--- src/rtl/register_file.sv ---
// RV32I integer register file: two registered read ports with write-to-read
// bypass, one synchronous write port, x0 hardwired to zero, x2 reset to SP_INIT.
module register_file #(
  parameter int                DWIDTH  = 32,
  parameter int                NREGS   = 32,
  parameter logic [DWIDTH-1:0] SP_INIT = 32'h0110_0000
) (
  input  logic              clk,
  input  logic              rst,
  input  logic [4:0]        rs1_i,
  input  logic [4:0]        rs2_i,
  input  logic              rden_i,
  input  logic [4:0]        rd_i,
  input  logic [DWIDTH-1:0] datawb_i,
  input  logic              regwren_i,
  output logic [DWIDTH-1:0] rs1data_o,
  output logic [DWIDTH-1:0] rs2data_o
);

  localparam int         IW      = (NREGS > 1) ? $clog2(NREGS) : 1;
  localparam logic [5:0] NREGS_L = 6'(NREGS);

  logic [DWIDTH-1:0] regs_q [NREGS];
  logic [DWIDTH-1:0] regs_d [NREGS];
  logic [DWIDTH-1:0] rs1data_q, rs1data_d;
  logic [DWIDTH-1:0] rs2data_q, rs2data_d;
  logic              wr_valid;

  function automatic logic addr_in_range(input logic [4:0] a);
    return ({1'b0, a} < NREGS_L);
  endfunction

  // A write to x0 or to a non-existent register is dropped, and never bypasses.
  assign wr_valid = regwren_i && (rd_i != 5'd0) && addr_in_range(rd_i);

  function automatic logic [DWIDTH-1:0] read_value(input logic [4:0] a);
    if (a == 5'd0 || !addr_in_range(a)) return '0;
    else if (wr_valid && rd_i == a)     return datawb_i;
    else                                return regs_q[a[IW-1:0]];
  endfunction

  always_comb begin
    // NOTE: every output of a combinational block gets a default first, so no
    // path through the block leaves it unassigned and infers a latch.
    regs_d    = regs_q;
    rs1data_d = rs1data_q;
    rs2data_d = rs2data_q;
    if (wr_valid) regs_d[rd_i[IW-1:0]] = datawb_i;
    if (rden_i) begin
      rs1data_d = read_value(rs1_i);
      rs2data_d = read_value(rs2_i);
    end
  end

  always_ff @(posedge clk or negedge rst) begin
    if (!rst) begin
      // NOTE: the architectural registers have defined reset contents (x2 is
      // the stack pointer), so this array is built from resettable flops
      // rather than an inferred RAM macro.
      for (int i = 0; i < NREGS; i++) begin
        regs_q[i] <= (i == 2) ? SP_INIT : '0;
      end
      rs1data_q <= '0;
      rs2data_q <= '0;
    end else begin
      // NOTE: state is updated with non-blocking assignments so every flop
      // samples pre-edge values regardless of statement order.
      regs_q    <= regs_d;
      rs1data_q <= rs1data_d;
      rs2data_q <= rs2data_d;
    end
  end

  assign rs1data_o = rs1data_q;
  assign rs2data_o = rs2data_q;

endmodule

--- config.mk ---
export PLATFORM = sky130hd
export DESIGN_NAME = register_file
export DESIGN_NICKNAME = d
export VERILOG_FILES = /design/src/rtl/register_file.sv
export SDC_FILE = /design/constraint.sdc
export NUM_CORES = 2
export LEC_CHECK = 0
export ABC_CLOCK_PERIOD_IN_PS = 1600
export BUFFER_PORTS_ARGS = -buffer_cell sky130_fd_sc_hd__buf_2
export CAP_MARGIN = 20
export CORE_UTILIZATION = 44
export CTS_CLUSTER_DIAMETER = 30
export DETAILED_ROUTE_END_ITERATION = 8
export MAX_ROUTING_LAYER = met4
export PLACE_DENSITY = 0.64
export REMOVE_ABC_BUFFERS = 1
export SKIP_CTS_REPAIR_TIMING = 1
export SLEW_MARGIN = 20
export SYNTH_ARGS = -nofsm -noshare
export SYNTH_HDL_FRONTEND = slang
export SYNTH_SLANG_ARGS = --single-unit
--- constraint.sdc ---
create_clock -name clk -period 1.6 [get_ports clk]
set_input_delay 0.24 -clock clk [delete_from_list [all_inputs] [get_ports clk]]
set_output_delay 0.24 -clock clk [all_outputs]
set_load 0.03 [all_outputs]
==> impl_metrics.py <==
metrics = {
    "clock_tree": {
        "clkSlewWorstSetupHoldPaths_ns": 0.05,
        "cts_max_level": 4,
        "clockBufferDepth": 3,
        "cts_buffers": 236,
        "cts_sinks": 1088,
        "cts_tree": "done",
        "clk_latency_ns": 0.86,
        "clockRootBuffer": "clkbuf_16",
    },
    "grt": {
        "grt.overflow.total": 0,
        "grt_pass1_wl_um": 280000,
        "grt_max_degree": 83,
        "first_global_vias": 39400,
        "grt_usage_pct": 30.6,
        "antenna_found_initial": 4,
    },
    "pwr": {
        "peakVddDrop_mv": 1.46,
        "p_comb_share_pct": 17.5,
        "seqPwrFrac_pct": 34.6,
        "power.total_mw": 108,
        "clkPwrFrac_pct": 47.8,
        "swShare_pct": 27.4,
        "leakage_nw": 31.7,
        "p_int_mw": 78.1,
        "p_sw_mw": 29.4,
        "powerDensity_nw_per_um2": 1470,
    },
    "floorplanning": {
        "io_pins": 115,
        "initial_core_util_pct": 44.5,
        "core_um2": 128000,
        "num_rows": 131,
        "die_h_um": 362,
        "die_area_um2": 131000,
        "die_width_um": 362,
    },
    "drt": {
        "first_iter_violations": 3688,
        "drtAntennaViolNets": 0,
        "wl_um": 192000,
        "wl_met1_um": 78000,
        "viasPerCell": 6.40,
        "routedWlPerCell_um": 32.3,
        "highest-signal-layer": "met4",
        "wl_met2_um": 91500,
        "drt_pass1_iterations": 5,
        "wl_met3_um": 15300,
        "drc_errors": 0,
        "vias": 38000,
    },
    "synth": {
        "seq_area_frac_synth_pct": 47.8,
        "ys_seq_elements": 1088,
        "synth.cell_area_um2": 57000,
        "async_reset_ff_share_pct": 100,
        "ys_types": 35,
        "syn_area_per_cell_um2": 15.8,
        "synth_ff_type": "dfrtp_1",
        "yosysWarnings": 0,
        "synth_edf_count": 0,
        "syn_inst": 3613,
    },
    "sta": {
        "maxSlewHeadroom_pct": 48.3,
        "clock_skew_ns": 0.0303,
        "rsz0062_at_grt": "true",
        "max_freq_mhz": 575,
        "layout_setup_ws_ns": -0.140,
        "tns_ns": -8.45,
        "fin_crit_ns": 1.74,
        "hold_violations": 0,
        "slew_viol_final": 0,
        "setup_viol_count_final": 128,
        "tightest_slew_ns": 0.769,
        "fin_crit_sh_pct": 109,
        "holdWs_ns": 0.0352,
    },
    "worst_setup_path": {
        "cp_max_fo": 2,
        "path_buf_inv": 1,
        "endpoint_kind": "primary output",
        "critPathKind": "flop to primary output",
        "startpoint_type": "flop",
        "required_ns": 1.36,
        "crit_chain": "buf_6",
        "crit_slowest_cell": "dfrtp_2",
        "cpPeakStageDelay_ns": 0.47,
        "worstPathArrival_ns": 1.50,
        "critical-path-top-delay-family": "flip-flops",
    },
    "cells_and_area": {
        "nNetsFinal": 4045,
        "stdcell_count": 5940,
        "final_core_util_pct": 57.1,
        "drive_gt1_share_pct": 60.7,
        "fillers": 9683,
        "design_area_um2": 73100,
        "syn_to_final_growth_pct": 28.4,
    },
    "placement": {
        "portBuffers": 114,
        "place_area_um2": 63500,
        "place_ws_ns": -0.721,
        "globalplace.congestion": 0.854,
        "dp.cells": 5456,
        "place_hpwl_um": 122000,
    },
    "job": {
        "maxCapViolCount": 0,
    },
    "worst_hold_path": {
        "hold_path_class": "primary input to flop",
    },
    "status": {
        "status": "finished, violations left",
        "violations": "negative setup slack",
    },
}
[final cells by class]
cell class	count	area (um^2)	area share (%)
Clock inverter	159	2130	2.91
Clock buffer	291	6420	8.79
Multi-Input combinational cell	2035	28200	38.6
Timing Repair Buffer	568	6670	9.12
Tap cell	1729	2160	2.96
Antenna cell	5	12.5	0.0171
Sequential cell	1088	27300	37.3
Inverter	65	244	0.334
[power by group through the flow]
stage          Sequential, mW  Clock (mW)  Combinational, mW
2_1_floorplan            36.3           0               11.3
5_1_grt                  37.8        53.5               20.0
4_1_cts                  36.9        51.9               17.8
3_5_place_dp             37.2           0               17.7
3_3_place_gp             37.0           0               17.3
6_report                 37.2        51.5               18.9
[cells in the final DEF (no fill, tap or decap), types with 128 or more instances in the layout]
cell type,n
a22o_1,128
buf_12,177
buf_4,277
clkbuf_16,237
dfrtp_1,1057
mux2_1,206
mux2_2,786
mux4_2,576
[logic make-up after synthesis]
family	after synthesis	synth area share [%]
buf+inv	490	3.81
compound gates	266	4.13
xor+xnor	10	0.154
mux	1568	42.4
flops	1088	47.8
simple gates	191	1.71
[synth_stat cells (18+ instances only)]
cell / n / share of area, %
a22o_1: 128 / 2.0
a41oi_1: 64 / 0.98
buf_1: 60 / 0.40
buf_2: 89 / 0.78
buf_6: 24 / 0.47
clkbuf_1: 242 / 1.6
clkinv_1: 64 / 0.42
dfrtp_1: 1086 / 48
mux2_1: 206 / 4.1
mux2_2: 786 / 16
mux4_2: 576 / 23
nand2_1: 18 / 0.12
nor2_1: 84 / 0.55
nor2b_1: 68 / 0.75
o221ai_1: 64 / 0.98
[metal layers]
layer  vias to the layer above  GRT usage (%)
met5                         -              -
li1                      15000              -
met3                       418           6.78
met1                     20800           40.5
met4                         0           11.3
met2                      1778           46.3
[sequential cells by signal (all words and copies together), names as in the netlist]
name       cells
regs_q      1024
rs1data_o     32
rs2data_o     32
[final timing paths]
check,endpoint,startpoint,depth (start not counted),slack [ns]
worst max-delay path,rs2data_o[17],rs2data_o[17]$_DFFE_PN0P_,1,-0.14
worst min-delay path,regs_q[952]$_DFFE_PN1P_,datawb_i[24],2,0.04
worst max register to register,rs2data_o[9]$_DFFE_PN0P_,regs_q[553]$_DFFE_PN0P_,4,-0.12
worst min register to register,regs_q[1011]$_DFFE_PN0P_,regs_q[1011]$_DFFE_PN0P_,0,0.39
max in group asynchronous,rs2data_o[8]$_DFFE_PN0P_,rst,4,0.82
min in group asynchronous,regs_q[592]$_DFFE_PN0P_,rst,3,0.12
No activity file was read; power rests on OpenSTA's default activity.
